## src/rtl/hazard_controller_pkg.sv

```systemverilog
// rtl/hazard_controller_pkg.sv - shared types and constants for the hazard controller
package hazard_controller_pkg;

   localparam int REG_W = 5;
   localparam logic [REG_W-1:0] ZERO_REG = 5'd31;

   localparam logic [1:0] FWD_REG   = 2'b00;
   localparam logic [1:0] FWD_EXMEM = 2'b01;
   localparam logic [1:0] FWD_MEMWB = 2'b10;

   typedef enum logic {
      ST_BOOT = 1'b0,
      ST_RUN  = 1'b1
   } state_t;

   // Operand source for EX: the younger producer (EX/MEM) wins over the older one
   function automatic logic [1:0] fwd_select(input logic ex_hit, input logic mem_hit);
      if (ex_hit)
         return FWD_EXMEM;
      else if (mem_hit)
         return FWD_MEMWB;
      else
         return FWD_REG;
   endfunction

endpackage

```

## src/rtl/hazard_controller_if.sv

```systemverilog
// rtl/hazard_controller_if.sv - ID-stage request and pipeline control bundle
interface hazard_controller_if
   import hazard_controller_pkg::*;
#(
   parameter int CNT_W = 32
);
   logic             id_valid;
   logic [REG_W-1:0] id_rn;
   logic             id_rn_used;
   logic [REG_W-1:0] id_rm;
   logic             id_rm_used;
   logic [REG_W-1:0] id_rd;
   logic             id_reg_write;
   logic             id_is_load;
   logic             ex_branch_taken;
   logic             pc_write;
   logic             ifid_write;
   logic             ifid_flush;
   logic             idex_bubble;
   logic [1:0]       fwd_a;
   logic [1:0]       fwd_b;
   logic [CNT_W-1:0] stall_count;

   modport master (
      output id_valid, id_rn, id_rn_used, id_rm, id_rm_used, id_rd,
             id_reg_write, id_is_load, ex_branch_taken,
      input  pc_write, ifid_write, ifid_flush, idex_bubble, fwd_a, fwd_b, stall_count
   );

   modport slave (
      input  id_valid, id_rn, id_rn_used, id_rm, id_rm_used, id_rd,
             id_reg_write, id_is_load, ex_branch_taken,
      output pc_write, ifid_write, ifid_flush, idex_bubble, fwd_a, fwd_b, stall_count
   );

endinterface

```

## src/rtl/hazard_shadow_stage.sv

```systemverilog
// rtl/hazard_shadow_stage.sv - one shadow pipeline entry {valid, rd, is_load} with source match
module hazard_shadow_stage
   import hazard_controller_pkg::*;
(
   input  logic             clock,
   input  logic             reset,
   input  logic             in_valid,
   input  logic [REG_W-1:0] in_rd,
   input  logic             in_is_load,
   input  logic [REG_W-1:0] src_a,
   input  logic             src_a_used,
   input  logic [REG_W-1:0] src_b,
   input  logic             src_b_used,
   output logic             valid,
   output logic [REG_W-1:0] rd,
   output logic             is_load,
   output logic             match_a,
   output logic             match_b
);

   // Entry advances unconditionally every cycle; reset empties it
   always_ff @(posedge clock) begin
      if (!reset) begin
         valid   <= 1'b0;
         rd      <= '0;
         is_load <= 1'b0;
      end else begin
         valid   <= in_valid;
         rd      <= in_rd;
         is_load <= in_is_load;
      end
   end

   // XZR is never a real dependency, so it can never match
   always_comb begin
      match_a = valid && src_a_used && (src_a == rd) && (src_a != ZERO_REG);
      match_b = valid && src_b_used && (src_b == rd) && (src_b != ZERO_REG);
   end

endmodule

```

## src/rtl/hazard_controller.sv

```systemverilog
// rtl/hazard_controller.sv - 5-stage pipeline issue/stall/flush controller (optional HAZARD_FWD_EN)
module hazard_controller
   import hazard_controller_pkg::*;
#(
   parameter int BOOT_CYCLES = 2,
   parameter int CNT_W       = 32
)(
   input logic               clock,
   input logic               reset,
   hazard_controller_if.slave bus
);

   localparam int BOOT_W = (BOOT_CYCLES > 1) ? $clog2(BOOT_CYCLES) : 1;
   localparam logic [BOOT_W-1:0] BOOT_LAST = BOOT_W'(BOOT_CYCLES - 1);

   state_t            state;
   state_t            state_next;
   logic [BOOT_W-1:0] boot_cnt;
   logic [CNT_W-1:0]  stall_cnt;
   logic              run;
   logic              stall;
   logic              issue;
   logic              pc_write;
   logic              ifid_write;
   logic              ifid_flush;
   logic              idex_bubble;
   logic [1:0]        fwd_a;
   logic [1:0]        fwd_b;

   logic             ex_valid,  mem_valid,  wb_valid;
   logic [REG_W-1:0] ex_rd,     mem_rd,     wb_rd;
   logic             ex_is_load, mem_is_load, wb_is_load;
   logic             ex_match_a, ex_match_b;
   logic             mem_match_a, mem_match_b;
   logic             wb_match_a, wb_match_b;
   logic             unused_sigs;

   assign run = reset && (state == ST_RUN);

   hazard_shadow_stage u_ex (
      .clock(clock), .reset(reset),
      .in_valid(issue), .in_rd(bus.id_rd), .in_is_load(bus.id_is_load),
      .src_a(bus.id_rn), .src_a_used(bus.id_rn_used),
      .src_b(bus.id_rm), .src_b_used(bus.id_rm_used),
      .valid(ex_valid), .rd(ex_rd), .is_load(ex_is_load),
      .match_a(ex_match_a), .match_b(ex_match_b)
   );

   hazard_shadow_stage u_mem (
      .clock(clock), .reset(reset),
      .in_valid(ex_valid), .in_rd(ex_rd), .in_is_load(ex_is_load),
      .src_a(bus.id_rn), .src_a_used(bus.id_rn_used),
      .src_b(bus.id_rm), .src_b_used(bus.id_rm_used),
      .valid(mem_valid), .rd(mem_rd), .is_load(mem_is_load),
      .match_a(mem_match_a), .match_b(mem_match_b)
   );

   // WB entry is kept for visibility only: the write-first regfile hides it
   hazard_shadow_stage u_wb (
      .clock(clock), .reset(reset),
      .in_valid(mem_valid), .in_rd(mem_rd), .in_is_load(mem_is_load),
      .src_a(bus.id_rn), .src_a_used(bus.id_rn_used),
      .src_b(bus.id_rm), .src_b_used(bus.id_rm_used),
      .valid(wb_valid), .rd(wb_rd), .is_load(wb_is_load),
      .match_a(wb_match_a), .match_b(wb_match_b)
   );

   assign unused_sigs = ^{wb_valid, wb_rd, wb_is_load, wb_match_a, wb_match_b, ex_is_load};

`ifdef HAZARD_FWD_EN
   // Only a load still in EX cannot be forwarded in time
   assign stall = run && bus.id_valid && ex_is_load && (ex_match_a || ex_match_b);
`else
   // Without bypass paths the consumer waits until the producer reaches WB
   assign stall = run && bus.id_valid &&
                  (ex_match_a || ex_match_b || mem_match_a || mem_match_b);
`endif

   assign issue = run && bus.id_valid && bus.id_reg_write && (bus.id_rd != ZERO_REG) &&
                  !stall && !bus.ex_branch_taken;

   // State register
   always_ff @(posedge clock) begin
      if (!reset) state <= ST_BOOT;
      else        state <= state_next;
   end

   // Next state: leave BOOT after the last boot cycle
   always_comb begin
      state_next = state;
      if (state == ST_BOOT && boot_cnt == BOOT_LAST)
         state_next = ST_RUN;
   end

   // Pipeline controls: boot/reset hold, then branch > stall > issue
   always_comb begin
      pc_write    = 1'b0;
      ifid_write  = 1'b0;
      ifid_flush  = 1'b1;
      idex_bubble = 1'b1;
      if (run) begin
         if (bus.ex_branch_taken) begin
            pc_write    = 1'b1;
            ifid_write  = 1'b1;
            ifid_flush  = 1'b1;
            idex_bubble = 1'b1;
         end else if (stall) begin
            pc_write    = 1'b0;
            ifid_write  = 1'b0;
            ifid_flush  = 1'b0;
            idex_bubble = 1'b1;
         end else begin
            pc_write    = 1'b1;
            ifid_write  = 1'b1;
            ifid_flush  = 1'b0;
            idex_bubble = 1'b0;
         end
      end
   end

   // Boot counter runs only while in BOOT
   always_ff @(posedge clock) begin
      if (!reset)                 boot_cnt <= '0;
      else if (state == ST_BOOT)  boot_cnt <= boot_cnt + 1'b1;
   end

   // Saturating stall counter; a branch-cancelled stall is not counted
   always_ff @(posedge clock) begin
      if (!reset)
         stall_cnt <= '0;
      else if (stall && !bus.ex_branch_taken && stall_cnt != '1)
         stall_cnt <= stall_cnt + 1'b1;
   end

`ifdef HAZARD_FWD_EN
   // Forward selects follow the instruction into EX; bubbles carry regfile selects
   always_ff @(posedge clock) begin
      if (!reset || idex_bubble || !bus.id_valid) begin
         fwd_a <= FWD_REG;
         fwd_b <= FWD_REG;
      end else begin
         fwd_a <= fwd_select(ex_match_a, mem_match_a);
         fwd_b <= fwd_select(ex_match_b, mem_match_b);
      end
   end
`else
   assign fwd_a = FWD_REG;
   assign fwd_b = FWD_REG;
`endif

   assign bus.pc_write    = pc_write;
   assign bus.ifid_write  = ifid_write;
   assign bus.ifid_flush  = ifid_flush;
   assign bus.idex_bubble = idex_bubble;
   assign bus.fwd_a       = fwd_a;
   assign bus.fwd_b       = fwd_b;
   assign bus.stall_count = stall_cnt;

endmodule

```

## src/flat_wrapper.sv

```systemverilog
// flat-port wrapper written by rule: the top's interface ports become plain ports
module hazard_controller_flat import hazard_controller_pkg::*;
#(
   parameter int BOOT_CYCLES = 2,
   parameter int CNT_W       = 32
)
  (clock, reset, bus_id_valid, bus_id_rn, bus_id_rn_used, bus_id_rm, bus_id_rm_used, bus_id_rd, bus_id_reg_write, bus_id_is_load, bus_ex_branch_taken, bus_pc_write, bus_ifid_write, bus_ifid_flush, bus_idex_bubble, bus_fwd_a, bus_fwd_b, bus_stall_count);
  hazard_controller_if #(.CNT_W(CNT_W)) bus_i ();
  input logic clock;
  input logic reset;
  input wire logic [$bits(bus_i.id_valid)-1:0] bus_id_valid;
  input wire logic [$bits(bus_i.id_rn)-1:0] bus_id_rn;
  input wire logic [$bits(bus_i.id_rn_used)-1:0] bus_id_rn_used;
  input wire logic [$bits(bus_i.id_rm)-1:0] bus_id_rm;
  input wire logic [$bits(bus_i.id_rm_used)-1:0] bus_id_rm_used;
  input wire logic [$bits(bus_i.id_rd)-1:0] bus_id_rd;
  input wire logic [$bits(bus_i.id_reg_write)-1:0] bus_id_reg_write;
  input wire logic [$bits(bus_i.id_is_load)-1:0] bus_id_is_load;
  input wire logic [$bits(bus_i.ex_branch_taken)-1:0] bus_ex_branch_taken;
  output wire logic [$bits(bus_i.pc_write)-1:0] bus_pc_write;
  output wire logic [$bits(bus_i.ifid_write)-1:0] bus_ifid_write;
  output wire logic [$bits(bus_i.ifid_flush)-1:0] bus_ifid_flush;
  output wire logic [$bits(bus_i.idex_bubble)-1:0] bus_idex_bubble;
  output wire logic [$bits(bus_i.fwd_a)-1:0] bus_fwd_a;
  output wire logic [$bits(bus_i.fwd_b)-1:0] bus_fwd_b;
  output wire logic [$bits(bus_i.stall_count)-1:0] bus_stall_count;
  assign bus_i.id_valid = bus_id_valid;
  assign bus_i.id_rn = bus_id_rn;
  assign bus_i.id_rn_used = bus_id_rn_used;
  assign bus_i.id_rm = bus_id_rm;
  assign bus_i.id_rm_used = bus_id_rm_used;
  assign bus_i.id_rd = bus_id_rd;
  assign bus_i.id_reg_write = bus_id_reg_write;
  assign bus_i.id_is_load = bus_id_is_load;
  assign bus_i.ex_branch_taken = bus_ex_branch_taken;
  assign bus_pc_write = bus_i.pc_write;
  assign bus_ifid_write = bus_i.ifid_write;
  assign bus_ifid_flush = bus_i.ifid_flush;
  assign bus_idex_bubble = bus_i.idex_bubble;
  assign bus_fwd_a = bus_i.fwd_a;
  assign bus_fwd_b = bus_i.fwd_b;
  assign bus_stall_count = bus_i.stall_count;
  hazard_controller #(.BOOT_CYCLES(BOOT_CYCLES), .CNT_W(CNT_W)) u_core (.clock(clock), .reset(reset), .bus(bus_i));
endmodule
```

## config.mk

```make
export PLATFORM = sky130hd
export DESIGN_NAME = hazard_controller_flat
export DESIGN_NICKNAME = d
export VERILOG_FILES = /design/src/rtl/hazard_controller_pkg.sv /design/src/rtl/hazard_controller_if.sv /design/src/rtl/hazard_shadow_stage.sv /design/src/rtl/hazard_controller.sv /design/src/flat_wrapper.sv
export SDC_FILE = /design/constraint.sdc
export NUM_CORES = 1
export LEC_CHECK = 0
export ABC_CLOCK_PERIOD_IN_PS = 4100
export CAP_MARGIN = 0
export CORE_ASPECT_RATIO = 1.5
export CORE_UTILIZATION = 53
export CTS_CLUSTER_SIZE = 10
export DETAILED_ROUTE_END_ITERATION = 8
export GPL_ROUTABILITY_DRIVEN = 1
export MAX_ROUTING_LAYER = met4
export PLACE_DENSITY = 0.82
export SYNTH_ARGS = -nofsm -noshare
export SYNTH_HDL_FRONTEND = slang
export SYNTH_SLANG_ARGS = --single-unit
```

## constraint.sdc

```tcl
create_clock -name clock -period 4.1 [get_ports clock]
set_input_delay 0.82 -clock clock [delete_from_list [all_inputs] [get_ports clock]]
set_output_delay 0.82 -clock clock [all_outputs]
set_load 0.005 [all_outputs]
```

==> impl_metrics.toml <==
[synth]
synth_cells = 297
synth_seq_cells = 46
ys_warn_count = 0
synthesis.area_mm2 = 0.00248
synth_cell_type_count = 44
yosys.area.top_type = "dfxtp_1"
yosys-top-cells-area = "dfxtp_1 37%, xnor2_1 7.1%, nand2_1 6.0%, mux2i_1 5.2%, nand3_1 3.6%"
synth_edf_count = 0
async_flop_share_pct = 0
seq_area_frac_synth_pct = 37.1
synthDominantCellAreaShare_pct = 37.1
avgSynthCellArea_um2 = 8.36
synth_ff_type = "dfxtp_1"

[global_routing]
grt_max_degree = 51
grt_pass1_vias = 2208
grt_pass1_wl_um = 9630
grt_usage_pct = 25.1
antenna_found_initial = 0
grt_remaining_overflow = 0

[layout]
drive_gt1_share_pct = 4.89
fin_nets = 371
area.growth.synth_to_final_pct = 26.7
fin_area_mm2 = 0.00315
antenna-diode-count = 0

[timing]
worstMarginPinSlew_ns = 0.661
finalCriticalPeriod_ns = 3.57
fmax_mhz = 280
holdWs_ns = 0.491
final.setup.tns_ns = 0
period_share_pct = 87.2
setup_viol = 0
relSlewSlack_pct = 55.9
slew_violations = 0
hold_violations = 0
fin_skew_ns = 0.00681
rsz0062_at_grt = "false"

[cts]
cts_tree = "built"
cts_hold_buf = 0
clock-root-buffer = "clkbuf_8"
numClockSinks = 46
insertion_delay_ns = 0.29
htree_levels = 2
ctsResizeCount = 0
cts_made_buffers = 5
clkTransAtPathRegs_ns = 0.08
post-cts-setup-buffers = 0
cts_buffer_depth = 2

[power]
powerDensity_mw_per_mm2 = 261
power_leakage_nw = 1.02
ir_drop_mv = 0.188

[detailed_routing]
drtIter0Drc = 105
ant_nets = 0
drc_errors = 5
routedWlPerCell_um = 14.8
vias = 2333
routed_via_density = 5.89
drt_wl_total_um = 5870
drtPass1Iterations = 6

[critical_path]
crit_top_cell = "clkdlybuf4s50_1"
worst-path-max-fanout = 3
critPathKind = "in -> out"
critPathBufInv = 2
cp-end-kind = "output pin"
critPathRequiredTime_ns = 3.28
crit_family = "buffers and inverters"
worst_path_largest_cell_delay_ns = 0.54
slowest_stage = "clkdlybuf4s50_1"
start_kind = "primary input"
arrival_ns = 2.75
worstPathCellList = "clkdlybuf4s50_1, xnor2_1, nand4_1, o22ai_1, a22o_1, a21o_1, clkdlybuf4s50_1"

[floorplan]
core_area_mm2 = 0.00450
die_x_um = 57.9
ios = 63
die-area_mm2 = 0.00497
rows = 30
die_h_um = 85.8
start_util_pct = 55.1

[placed_design]
place.gp.congestion = 0.865
dpl.hpwl_um = 4190
io_buffers = 57
placed_area_mm2 = 0.00305

[hold_path]
hold_class = "reg -> reg"

[run]
drv_cap = 0

[status]
violations = "design-rule violations"
status = "finished with violations"
==> routing by layer <==
layer	up-vias	global-route usage, %	share of wire, %
li1	1166	-	-
met4	0	7.14	0.95
met1	1098	26.7	40
met2	65	46.2	54
met5	-	-	0
met3	4	4.37	4.9
==> synthesized netlist by cell type (2+ instances only) <==
cell type  count
nand2b_1      11
buf_1          2
nor2_1         7
or3_1          7
nand4_2        2
o31ai_1        8
nand2_1       40
nor4b_1        4
and2_1        12
nor3_1         2
clkbuf_1       9
a21oi_1       17
o21a_1         3
buf_2          3
buf_4          5
and3_1         7
nand3_1       18
o21ai_0        9
mux2i_1       13
nor4_1         8
dfxtp_1       46
inv_1          4
xnor2_1       20
nand4_1       10
and4_1         2
or4_1         10
==> cells by family after synthesis <==
| family | after synthesis | share of synthesized area, % |
|---|---|---|
| simple gates | 147 | 33.9 |
| flops | 46 | 37.1 |
| compound gates | 45 | 11.3 |
| buf+inv | 23 | 4.38 |
| xor+xnor | 21 | 7.41 |
| mux | 13 | 5.24 |
| fa+ha+maj | 1 | 0.504 |
| other cells | 1 | 0.151 |
==> path summary, 6_finish.rpt <==
| check | endpoint | from | depth (start not counted) | slack (ns) |
|---|---|---|---|---|
| min reg2reg | u_core.bus.stall_count[5]$_SDFFE_PN0P_ | u_core.bus.stall_count[5]$_SDFFE_PN0P_ | 2 | 0.49 |
| min | u_core.bus.stall_count[5]$_SDFFE_PN0P_ | u_core.bus.stall_count[5]$_SDFFE_PN0P_ | 2 | 0.49 |
| max | bus_idex_bubble | bus_id_rm[1] | 7 | 0.53 |
| max reg2reg | u_core.bus.stall_count[8]$_SDFFE_PN0P_ | u_core.bus.stall_count[15]$_SDFFE_PN0P_ | 6 | 1.76 |
==> worst min-delay path, cell delays in order, from the launching register on <==
cell and delay, ns:
dfxtp_1 0.34, nand2_1 0.06, mux2i_1 0.05
==> placed cells by master, fill, tap and decap left out, types with 11 or more instances in the layout <==
cell and count:
dfxtp_1 46, clkdlybuf4s50_1 57, nand2_1 40, a21oi_1 17, xnor2_1 20, nand2b_1 11
mux2i_1 13, and2_1 12, nand3_1 18
==> flip-flops by register name, summed over array words and instances, names as in the netlist <==
register and count:
u_core.u_mem.valid 1, u_core.bus.stall_count 32, u_core.state 1, u_core.u_ex.rd 5
u_core.u_ex.valid 1, u_core.boot_cnt 1, u_core.u_mem.rd 5
==> report_power, final <==
group	internal, mW	switching (mW)	total, mW
Sequential	0.455	0.00830	0.463
Clock	0.136	0.142	0.278
Combinational	0.0449	0.0350	0.0799
Total	0.636	0.185	0.822
==> stage by stage <==
stage	setup WS, ns	power [mW]	cells	util [%]
2_1_floorplan	1.60	0.518	300	-
3_3_place_gp	0.539	0.552	388	67.8
3_5_place_dp	0.533	0.554	388	67.8
4_1_cts	0.519	0.833	396	69.8
5_1_grt	0.367	0.861	396	69.8
6_report	0.526	0.822	396	69.8
==> cell type report <==
type,instances,area [µm²]
clock buffers,7,86.3
flip-flops and latches,46,921
multi-input cells,231,1470
inverters,4,15.0
well taps,48,60.1
repair buffers,59,586
fillers,381,1360
clock inverters,1,5.00
Note: power is estimated with default switching activity, not from simulation.
